## src/rtl/step_pkg.sv

```systemverilog
// -----------------------------------------------------------------------------
// step_pkg
// Shared definitions for the step/direction decoder:
//   - default MIN_WIDTH / MAX_WIDTH / CNT_W parameter values
//   - WIDTH_W, width of the pulse-width counter and WIDTH output
//   - state_e, the decoder FSM state encoding (IDLE / MEASURE / HOLD)
//   - sat_inc(), saturating increment for the width counter
// -----------------------------------------------------------------------------
package step_pkg;

    localparam int DEF_MIN_WIDTH = 4;
    localparam int DEF_MAX_WIDTH = 16;
    localparam int DEF_CNT_W     = 16;
    localparam int WIDTH_W       = 8;

    typedef enum logic [1:0] {
        ST_IDLE    = 2'd0,
        ST_MEASURE = 2'd1,
        ST_HOLD    = 2'd2
    } state_e;

    // Width counter sticks at all-ones so WIDTH reports min(count, 255).
    function automatic logic [WIDTH_W-1:0] sat_inc(input logic [WIDTH_W-1:0] v);
        return (v == {WIDTH_W{1'b1}}) ? v : v + WIDTH_W'(1);
    endfunction

endpackage

```

## src/rtl/step_sync.sv

```systemverilog
// -----------------------------------------------------------------------------
// step_sync
// Brings one asynchronous input into the CLK domain and detects its rising
// edge.
//   CLK       in   system clock, rising edge
//   RSTn      in   asynchronous active-low reset
//   async_in  in   asynchronous input pin
//   level     out  synchronized (and optionally filtered) level
//   rise      out  single-cycle rising-edge strobe on level
// Build option: STEP_DEC_FILTER_EN adds a 3-sample consistency filter after
// the 2-FF synchronizer (adds 2 cycles of latency, drops pulses of <= 2
// cycles).
// -----------------------------------------------------------------------------
module step_sync
    import step_pkg::*;
(
    input  logic CLK,
    input  logic RSTn,
    input  logic async_in,
    output logic level,
    output logic rise
);

`ifdef STEP_DEC_FILTER_EN
    // Synchronizer plus filter history must be filled before level is real.
    localparam int PRIME_N = 4;
`else
    localparam int PRIME_N = 2;
`endif

    logic               meta_q;
    logic               sync_q;
    logic               prev_q;
    logic               armed_q;
    logic               armed_d;
    logic [PRIME_N-1:0] prime_q;
    logic [PRIME_N-1:0] prime_d;

`ifdef STEP_DEC_FILTER_EN
    logic [1:0] hist_q;
    logic [1:0] hist_d;
    logic       filt_q;
    logic       filt_d;

    // Level follows the input only once three consecutive samples agree.
    always_comb begin
        hist_d = {hist_q[0], sync_q};
        filt_d = filt_q;
        if ((sync_q == hist_q[0]) && (hist_q[0] == hist_q[1])) begin
            filt_d = sync_q;
        end
    end

    assign level = filt_d;

    always_ff @(posedge CLK or negedge RSTn) begin
        if (!RSTn) begin
            hist_q <= 2'b00;
            filt_q <= 1'b0;
        end else begin
            hist_q <= hist_d;
            filt_q <= filt_d;
        end
    end
`else
    assign level = sync_q;
`endif

    // The reset value of the pipeline is not a real sample of the pin: an
    // input already high at reset release must not look like a fresh edge.
    // prime_q marks when level reflects the pin; edges are accepted only
    // after a genuine low has been observed.
    always_comb begin
        prime_d = {prime_q[PRIME_N-2:0], 1'b1};
        armed_d = armed_q | (prime_q[PRIME_N-1] & ~level);
    end

    assign rise = armed_q & level & ~prev_q;

    always_ff @(posedge CLK or negedge RSTn) begin
        if (!RSTn) begin
            meta_q  <= 1'b0;
            sync_q  <= 1'b0;
            prev_q  <= 1'b0;
            armed_q <= 1'b0;
            prime_q <= '0;
        end else begin
            meta_q  <= async_in;
            sync_q  <= meta_q;
            prev_q  <= level;
            armed_q <= armed_d;
            prime_q <= prime_d;
        end
    end

endmodule

```

## src/rtl/step_decoder.sv

```systemverilog
// -----------------------------------------------------------------------------
// step_decoder
// Decodes an asynchronous STEP/DIR interface into a signed position count,
// validating each STEP pulse's high time against [MIN_WIDTH, MAX_WIDTH].
//   CLK         in   system clock, rising edge
//   RSTn        in   asynchronous active-low reset
//   STEP        in   asynchronous step pulse, active high
//   DIR         in   asynchronous direction, 1 = up, 0 = down
//   CLR         in   synchronous clear of POS, ERR_SHORT and ERR_LONG
//   POS         out  signed position, wraps modulo 2^CNT_W
//   STEP_VALID  out  one-cycle strobe per accepted step
//   WIDTH       out  high time of last completed pulse, saturating at 255
//   ERR_SHORT   out  sticky: a pulse was shorter than MIN_WIDTH
//   ERR_LONG    out  sticky: a pulse was longer than MAX_WIDTH
//   BUSY        out  FSM not idle
// Build option: STEP_DEC_FILTER_EN enables the input glitch filter inside
// step_sync. MAX_WIDTH must be below 255 so the HOLD threshold is reachable
// by the saturating width counter.
// -----------------------------------------------------------------------------
module step_decoder
    import step_pkg::*;
#(
    parameter int MIN_WIDTH = DEF_MIN_WIDTH,
    parameter int MAX_WIDTH = DEF_MAX_WIDTH,
    parameter int CNT_W     = DEF_CNT_W
) (
    input  logic                    CLK,
    input  logic                    RSTn,
    input  logic                    STEP,
    input  logic                    DIR,
    input  logic                    CLR,
    output logic signed [CNT_W-1:0] POS,
    output logic                    STEP_VALID,
    output logic [WIDTH_W-1:0]      WIDTH,
    output logic                    ERR_SHORT,
    output logic                    ERR_LONG,
    output logic                    BUSY
);

    logic step_lvl;
    logic step_rise;
    logic dir_lvl;
    logic dir_rise_unused;

    step_sync u_step_sync (
        .CLK      (CLK),
        .RSTn     (RSTn),
        .async_in (STEP),
        .level    (step_lvl),
        .rise     (step_rise)
    );

    step_sync u_dir_sync (
        .CLK      (CLK),
        .RSTn     (RSTn),
        .async_in (DIR),
        .level    (dir_lvl),
        .rise     (dir_rise_unused)
    );

    state_e             state_q,     state_d;
    logic [WIDTH_W-1:0] cnt_q,       cnt_d;
    logic [WIDTH_W-1:0] width_q,     width_d;
    logic [CNT_W-1:0]   pos_q,       pos_d;
    logic               dir_lat_q,   dir_lat_d;
    logic               valid_q,     valid_d;
    logic               err_short_q, err_short_d;
    logic               err_long_q,  err_long_d;

    always_comb begin
        state_d     = state_q;
        cnt_d       = cnt_q;
        width_d     = width_q;
        pos_d       = pos_q;
        dir_lat_d   = dir_lat_q;
        valid_d     = 1'b0;
        err_short_d = err_short_q;
        err_long_d  = err_long_q;

        case (state_q)
            ST_IDLE: begin
                if (step_rise) begin
                    state_d   = ST_MEASURE;
                    cnt_d     = WIDTH_W'(1);
                    dir_lat_d = dir_lvl;
                end
            end
            ST_MEASURE: begin
                if (step_lvl) begin
                    cnt_d = sat_inc(cnt_q);
                    // Count is about to become MAX_WIDTH+1: pulse is too long.
                    if (cnt_q == WIDTH_W'(MAX_WIDTH)) begin
                        state_d    = ST_HOLD;
                        err_long_d = 1'b1;
                    end
                end else begin
                    state_d = ST_IDLE;
                    width_d = cnt_q;
                    if (cnt_q >= WIDTH_W'(MIN_WIDTH)) begin
                        valid_d = 1'b1;
                        pos_d   = dir_lat_q ? (pos_q + CNT_W'(1))
                                            : (pos_q - CNT_W'(1));
                    end else begin
                        err_short_d = 1'b1;
                    end
                end
            end
            ST_HOLD: begin
                // Keep counting so WIDTH reports the full (saturated) length.
                if (step_lvl) begin
                    cnt_d = sat_inc(cnt_q);
                end else begin
                    state_d = ST_IDLE;
                    width_d = cnt_q;
                end
            end
            default: begin
                state_d = ST_IDLE;
            end
        endcase

        // Clear overrides a same-cycle step or error; STEP_VALID still fires.
        if (CLR) begin
            pos_d       = '0;
            err_short_d = 1'b0;
            err_long_d  = 1'b0;
        end
    end

    always_ff @(posedge CLK or negedge RSTn) begin
        if (!RSTn) begin
            state_q     <= ST_IDLE;
            cnt_q       <= '0;
            width_q     <= '0;
            pos_q       <= '0;
            dir_lat_q   <= 1'b0;
            valid_q     <= 1'b0;
            err_short_q <= 1'b0;
            err_long_q  <= 1'b0;
        end else begin
            state_q     <= state_d;
            cnt_q       <= cnt_d;
            width_q     <= width_d;
            pos_q       <= pos_d;
            dir_lat_q   <= dir_lat_d;
            valid_q     <= valid_d;
            err_short_q <= err_short_d;
            err_long_q  <= err_long_d;
        end
    end

    assign POS        = pos_q;
    assign STEP_VALID = valid_q;
    assign WIDTH      = width_q;
    assign ERR_SHORT  = err_short_q;
    assign ERR_LONG   = err_long_q;
    assign BUSY       = (state_q != ST_IDLE);

endmodule

```

## config.mk

```make
export PLATFORM = sky130hd
export DESIGN_NAME = step_decoder
export DESIGN_NICKNAME = d
export VERILOG_FILES = /design/src/rtl/step_pkg.sv /design/src/rtl/step_sync.sv /design/src/rtl/step_decoder.sv
export SDC_FILE = /design/constraint.sdc
export NUM_CORES = 1
export LEC_CHECK = 0
export CAP_MARGIN = 30
export CELL_PAD_IN_SITES_DETAIL_PLACEMENT = 0
export CELL_PAD_IN_SITES_GLOBAL_PLACEMENT = 1
export CORE_ASPECT_RATIO = 0.9
export CORE_MARGIN = 1.5
export CORE_UTILIZATION = 44
export CTS_BUF_LIST = sky130_fd_sc_hd__clkbuf_2 sky130_fd_sc_hd__clkbuf_4 sky130_fd_sc_hd__clkbuf_8
export DETAILED_ROUTE_END_ITERATION = 8
export PLACE_DENSITY = 0.84
export SYNTH_ARGS = -nofsm -noshare
export SYNTH_HDL_FRONTEND = slang
export SYNTH_SLANG_ARGS = --single-unit
```

## constraint.sdc

```tcl
create_clock -name CLK -period 2.9 [get_ports CLK]
set_clock_uncertainty 0.2 [all_clocks]
set_input_delay 0.58 -clock CLK [delete_from_list [all_inputs] [get_ports CLK]]
set_output_delay 0.58 -clock CLK [all_outputs]
set_load 0.05 [all_outputs]
```

* After elaboration in Yosys (flattened, before gate mapping)
Cells that the tools add are included.
Storage, ports and cells: logic and storage cells 76, memories kept 0, flip-flop bits (word level) 46, output and inout port bits 28, bits in read-only memories 0, RAM bits 0, latch bits 0
Operators by class: shift operators 0, reduce and logical (&&, ||, !) cells 15, order comparisons 1, divide/modulo/power cells 0, mux-type cells 25, add/sub/neg operators 3, equality and inequality tests 11, bitwise gates (word level) 6, multipliers 0
Operators by type and width (number):
- two-way mux 16 bit | 5
- two-way mux 8 bit | 3
- adder 16 x 1 -> 16 bit (second input constant) | 1
- case mux 8 bit (2 select lines) | 1
- subtractor 16 x 1 -> 16 bit (second input constant) | 1
- AND reduction 3 bit | 4
- nonzero test 2 bit | 6
- two-way mux 1 bit | 11
- != test 2 bit (second input constant) | 5
- adder 8 x 1 -> 8 bit (second input constant) | 1
- == test 8 x 5 -> 1 bit (second input constant) | 1
- == test 8 bit (second input constant) | 1
- >= comparator 8 x 3 -> 1 bit (second input constant) | 1
- two-way mux 2 bit | 4
- case mux 2 bit (3 select lines) | 1
- AND reduction 2 bit | 2
- AND reduction 4 bit | 1
- AND 1 bit | 3
- != test 3 bit (second input constant) | 1
- == test 2 x 1 -> 1 bit (second input constant) | 1
- == test 2 bit (second input constant) | 1
- logical NOT 2 bit | 1
- != test 2 x 1 -> 1 bit (second input constant) | 1
- NOT 1 bit | 2
- 2 further kinds | 2

* Depth between registers and ports, before layout
Gate-level depths: netlist of the first run.
word-level depth 6, depth in mapped cells 9

* Cells and area by module
Synthesis of the first run repeated with hierarchy kept, for this count alone.
Second synthesis, totals: cells, all modules 290, area total of the unflattened synthesis 2741.4 µm²
By module, submodules not included:
- step_decoder | seq. area each 950.9 µm², cells each 268, area an instance 2396.0 µm², instances 1
- step_sync | seq. area each 150.1 µm², cells each 11, area an instance 172.7 µm², instances 2

* Worst setup path before layout of the first run
No wires, ideal clock.
kind flip-flop to flip-flop, start reg pos_q[0] (netlist: POS[0]), end reg pos_q[12] (netlist: POS[12]), path buffers 0, required time 2601 ps, path slack 534 ps, cell stages (with the launch flop) 7, data arrival time 2067 ps, cells stage by stage dfrtp_1 -> fa_1 -> a21oi_1 -> o221ai_2 -> a41oi_1 -> o21ai_0 -> a311oi_1
Between the ends: cells in the longest elaborated chain, start to end 6
Ends and longest elaborated chain:
- start: declaration | line step_decoder.sv:64 | logic [CNT_W-1:0] pos_q, pos_d;
- start signal: assignment | line step_decoder.sv:144 | pos_q <= pos_d;
- subtractor 16 x 1 -> 16 bit / adder 16 x 1 -> 16 bit (equally long branches) | line step_decoder.sv:102, step_decoder.sv:101
- two-way mux 16 bit (*) | line step_decoder.sv:101 | pos_d = dir_lat_q ? (pos_q + CNT_W'(1))
- two-way mux 16 bit (*) | line step_decoder.sv:99 | if (cnt_q >= WIDTH_W'(MIN_WIDTH)) begin
- two-way mux 16 bit (*) | line step_decoder.sv:89 | if (step_lvl) begin
- two-way mux 16 bit (*) | line step_decoder.sv:80 | case (state_q)
- two-way mux 16 bit (*) | line step_decoder.sv:123 | if (CLR) begin
Mark *: on every way between the ends. The rest lies on a longest branch, timed or not. The select of a mux whose other input is x is not followed. A chain may end at the register's enable or synchronous reset.

* Worst setup path in the final report of the first run
start reg state_q[1], end out BUSY
Between the ends: cells in the longest elaborated chain, start to end 1
Ends and longest elaborated chain:
- start: declaration | line step_decoder.sv:61 | state_e state_q, state_d;
- start signal: assignment | line step_decoder.sv:141 | state_q <= state_d;
- nonzero test 2 bit | line step_decoder.sv:157 | assign BUSY = (state_q != ST_IDLE);
- end: declaration | line step_decoder.sv:37 | output logic BUSY
No other way between the ends.

==> impl_metrics.json, run 1 <==
{
  "syn_to_final_growth_pct": 18.1,
  "synth_area_um2": 2780,
  "wl_per_cell_um": 14.4,
  "grt_pass1_wl_um": 10500,
  "hold-worst-slack_ns": 0.157,
  "cts_resized": 0,
  "antenna_found_initial": 0,
  "grt_overflow": 0,
  "synth_nets": 325,
  "cellLeakagePower_nw": 1.44,
  "synth-edff-count": 0,
  "fin_nets": 358,
  "vias_per_cell": 5.57,
  "yosys_warnings": 0,
  "cp_top_family": "buffers and inverters",
  "slew_headroom": 0.612,
  "final_area_um2": 3290,
  "clockBufferDepth": 2,
  "ir_worst_vdd_uv": 355,
  "n_antenna_cell": 0,
  "cts_tree": "built",
  "hold_buffers": 1,
  "setup_tns_ns": 0,
  "finalHoldViolations": 0,
  "final_core_util": 0.538,
  "synthDistinctLibCells": 60,
  "required_ns": 2.12,
  "cp-startpoint": "state_q[1]",
  "finalCriticalPeriod_ns": 2.76,
  "slew_viol_final": 0,
  "holdPathStages": 0,
  "p_total_mw": 2.20,
  "multi_input_area_um2": 1510,
  "clockRootBuffer": "clkbuf_8",
  "worstPathCellList": "inv_1, ha_1, inv_1, clkdlybuf4s50_1",
  "setup_ws_ns": 0.144,
  "preCtsSetupSlack_ns": 0.343,
  "cts_sinks": 46,
  "rows": 27,
  "final_cells": 421,
  "max_stage_delay_ns": 0.83,
  "worstSetupEndpointType": "output pin",
  "holdCritStartpoint": "u_step_sync.meta_q",
  "portBuffers": 32,
  "design.die.area_um2": 6810,
  "cp-start-kind": "flop",
  "cts_setup_buffers": 0,
  "dpl_cell_area_um2": 3190,
  "synth-seq-area-share": 0.414,
  "synthCells": 300,
  "seqCellArea_um2": 1150,
  "yosys.area.top_type_share": 0.414,
  "numCtsBuffers": 5,
  "drcViolationCount": 0,
  "crit_fanout": 4,
  "async_flop_share": 1.00,
  "hold_class": "reg -> reg",
  "grt_max_degree": 33,
  "yosysTopAreaCell": "dfrtp_1",
  "route.vias.total": 2343,
  "crit_cells": 4,
  "worst-path-buf-inv": 3,
  "ant_nets": 0,
  "ys_top_cells_by_count": "dfrtp_1, nand2_1, nand3_1",
  "clkLatencyLatePin_ns": 0.30,
  "start_util": 0.455,
  "cellPowerDensity_nw_per_um2": 668,
  "die_y_um": 78.4,
  "status": "completed",
  "num-fill-cells": 555,
  "synth.most_common_cell": "dfrtp_1",
  "fmaxAchievable_ghz": 0.363,
  "grt_pass1_vias": 2185,
  "grt.total_usage": 0.191,
  "maxCapViolations": 0,
  "dp_cells": 412,
  "drtIter0Drc": 177,
  "gp_congestion": 0.805,
  "ys_ff_latch": 46,
  "fp.coreArea_um2": 6110,
  "path_class": "reg -> out",
  "setup_viol": 0,
  "r2r_cells": 7,
  "avgSynthCellArea_um2": 9.28,
  "layout-drive-gt1-share": 0.0838,
  "h-tree-depth": 2,
  "drt_wl_total_um": 6080,
  "slowest_stage": "clkdlybuf4s50_1",
  "crit_path_frequent_cell": "inv_1",
  "drt_first_pass_iters": 4,
  "die_x_um": 86.8,
  "cp.arrival_ns": 1.98,
  "pin_count": 33,
  "synth-main-ff-cell": "dfrtp_1",
  "worstMarginPinSlew_ns": 0.582,
  "synth_area_leaders": "dfrtp_1, ha_1, nand3_1",
  "fin_crit_sh": 0.951,
  "r2r-start": "dir_lat_q",
  "grt_setup_unrepaired": "false",
  "clk_pin_slew_ns": 0.09,
  "dpl.hpwl_um": 4380
}
report_power, final:
group	switching, mW	total [mW]	internal (mW)
Clock	0.230	0.410	0.180
Combinational	0.669	1.02	0.353
Sequential	0.0603	0.765	0.705
Total	0.959	2.20	1.24
cell families (layout without fill, tap and decap cells):
family,Yosys count,after routing,share of synthesized area
compound gates,86,86,0.211
xor+xnor,5,5,0.0157
fa+ha+maj,20,20,0.0926
buf+inv,30,64,0.0450
flops,46,46,0.414
mux,7,7,0.0279
other cells,1,1,0.00135
simple gates,105,105,0.192
layer usage:
metal	part of all wire	global-route usage
met4	0.010	0.0516
met1	0.50	0.276
met2	0.47	0.296
met5	0	0
met3	0.028	0.0284
final timing paths:
path / end / slack, ns
worst min register to register: u_step_sync.level / 0.16
min in group asynchronous: POS[7] / 0.50
worst min-delay path: u_step_sync.level / 0.16
worst max-delay path: BUSY / 0.14
max in group asynchronous: u_dir_sync.meta_q / 1.26
worst max register to register: POS[15] / 0.32
cell usage in the layout, fill, tap and decap left out, types with 6 or more instances in the layout:
cell type / synthesis / final
a31oi_1: 6 / 6
mux2_2: 6 / 6
clkdlybuf4s50_1: 0 / 31
dfrtp_1: 46 / 46
nand2_1: 26 / 26
nor2_1: 17 / 17
nand4_1: 7 / 7
and3_1: 6 / 6
inv_1: 17 / 17
ha_1: 19 / 19
nand3_1: 23 / 23
o21ai_0: 11 / 11
o21ai_1: 9 / 9
a21oi_1: 20 / 20
final cells by class:
cell class,instances,area share
timing repair buffer,38,0.110
clock inverter,2,0.00419
inverter,18,0.0206
tap,87,0.0331
multi-input combinational,224,0.458
sequential,46,0.350
clock buffer,6,0.0232
flip-flops by register name, indices dropped and copies added (netlist names):
name / flops
POS: 16
WIDTH: 8
cnt_q: 8
state_q: 2
u_step_sync.prime_q: 2
ERR_LONG: 1
ERR_SHORT: 1
STEP_VALID: 1
dir_lat_q: 1
u_dir_sync.level: 1
u_dir_sync.meta_q: 1
u_step_sync.armed_q: 1
u_step_sync.level: 1
u_step_sync.meta_q: 1
u_step_sync.prev_q: 1
Note: power is estimated with default switching activity, not from simulation.
==> inputs of run 2 (changes only) <==
Settings changed: CAP_MARGIN 30 to 40.
==> results of run 2 <==
Final layout, timing and power as in run 1 (identical DEF).
==> inputs of run 3 (changes only) <==
Settings changed: CAP_MARGIN 40 to 25, CORE_MARGIN 1.5 to 4.
==> run 3 against run 2 <==
Via count increased by 1.2%. Worst hold slack got worse by 0.0048 ns. Fmax rose by 0.61%. Largest cell class unchanged. Clock power is essentially flat. Setup slack gained 0.017 ns. Sequential share of layout area is 0.16 points lower. Highest routed layer unchanged. Sequential power is essentially flat.
==> impl_metrics.json, run 3 (synthesized netlist as in run 1, its figures left out) <==
{
  "layout-drive-gt1-share": 0.0893,
  "drcViolationCount": 0,
  "fin_crit_sh": 0.945,
  "dp_cells": 414,
  "rows": 27,
  "max_stage_delay_ns": 0.83,
  "grt.total_usage": 0.170,
  "fin_nets": 360,
  "path_class": "reg -> out",
  "required_ns": 2.12,
  "ant_nets": 0,
  "dpl_cell_area_um2": 3200,
  "die_x_um": 91.8,
  "crit_fanout": 4,
  "drt_wl_total_um": 6320,
  "grt_pass1_vias": 2255,
  "cts_sinks": 46,
  "drtIter0Drc": 91,
  "status": "completed",
  "cts_setup_buffers": 0,
  "ir_worst_vdd_uv": 409,
  "largest_reg_flops": 16,
  "slew_viol_final": 0,
  "cts_tree": "built",
  "worstMarginPinSlew_ns": 0.615,
  "worstPathCellList": "inv_1, ha_1, inv_1, clkdlybuf4s50_1",
  "num-fill-cells": 574,
  "gp_congestion": 0.898,
  "numCtsBuffers": 5,
  "worstSetupEndpointType": "output pin",
  "syn_to_final_growth_pct": 18.7,
  "seqCellArea_um2": 1150,
  "setup_ws_ns": 0.160,
  "clkLatencyLatePin_ns": 0.30,
  "cellPowerDensity_nw_per_um2": 667,
  "portBuffers": 32,
  "finalHoldViolations": 0,
  "fp.coreArea_um2": 6110,
  "setup_viol": 0,
  "die_y_um": 83.4,
  "h-tree-depth": 2,
  "drt_first_pass_iters": 4,
  "finalCriticalPeriod_ns": 2.74,
  "grt_max_degree": 23,
  "cp.arrival_ns": 1.96,
  "slowest_stage": "clkdlybuf4s50_1",
  "maxCapViolations": 0,
  "clockBufferDepth": 2,
  "clockRootBuffer": "clkbuf_8",
  "hold_class": "reg -> reg",
  "crit_path_frequent_cell": "inv_1",
  "dpl.hpwl_um": 4600,
  "route.vias.total": 2372,
  "grt_overflow": 0,
  "pin_count": 33,
  "design.die.area_um2": 7660,
  "slew_headroom": 0.590,
  "wl_per_cell_um": 14.9,
  "final_common_cell": "dfrtp_1",
  "preCtsSetupSlack_ns": 0.371,
  "most-common-layout-cells": "dfrtp_1, clkdlybuf4s50_1, nand2_1",
  "final_area_um2": 3300,
  "fmaxAchievable_ghz": 0.365,
  "multi_input_area_um2": 1510,
  "vias_per_cell": 5.61,
  "start_util": 0.455,
  "grt_pass1_wl_um": 10700,
  "final_cells": 423,
  "cp-start-kind": "flop",
  "grt_setup_unrepaired": "false",
  "setup_tns_ns": 0,
  "antenna_found_initial": 0,
  "cellLeakagePower_nw": 1.45,
  "n_antenna_cell": 0,
  "clk_pin_slew_ns": 0.08
}
run 3: cell count changes in the layout (fill, tap and decap cells not counted):
cell	change
buf_4	+2
run 3: per-layer routing:
layer / vias to the layer above / wire length, µm / GRT usage
met5: - / 0 / 0
met4: 0 / 124 / 0.0567
met3: 17 / 298 / 0.0371
met2: 60 / 2930 / 0.276
met1: 1118 / 2970 / 0.223
li1: 1177 / - / -
run 3: worst paths after layout:
check	to	slack [ns]	cells past startpoint	startpoint
worst max-delay path	BUSY	0.16	4	state_q[1]
worst min-delay path	u_dir_sync.level	0.15	0	u_dir_sync.meta_q
worst max register to register	POS[15]	0.35	7	dir_lat_q
worst min register to register	u_dir_sync.level	0.15	0	u_dir_sync.meta_q
max in group asynchronous	u_step_sync.prime_q[0]	1.39	3	RSTn
min in group asynchronous	POS[0]	0.52	2	RSTn
run 3: area by class of cell:
| cell class | count | share of cell area |
|---|---|---|
| Clock inverter | 2 | 0.00417 |
| Multi-Input combinational cell | 224 | 0.456 |
| Clock buffer | 6 | 0.0231 |
| Sequential cell | 46 | 0.349 |
| Tap cell | 87 | 0.0330 |
| Inverter | 18 | 0.0205 |
| Timing Repair Buffer | 40 | 0.114 |
run 3: through the flow:
stage	util	power, mW	hold WS, ns
floorplan	-	1.53	0.0844
global route	0.540	2.37	0.165
global placement	0.524	1.79	0.131
finish	0.540	2.20	0.153
detailed placement	0.524	1.80	0.135
CTS	0.540	2.22	0.155
run 3: repair_timing:
item | 4_1_cts | 5_1_grt
hold endpoints to repair | 8 | 0
hold buffers | 1 | 0
resized for setup | 0 | 0
run 3: power by group:
part           internal, mW  total [mW]  switching (mW)
logic                 0.355        1.03           0.672
clock network         0.180       0.411           0.231
registers             0.705       0.764          0.0590
run 3: critical path, delay by kind of cell, from the launching register on:
kind | cells | cell delay (ns)
buffers and inverters | 3 | 1.04
DFF | 1 | 0.40
adders and majority gates | 1 | 0.21
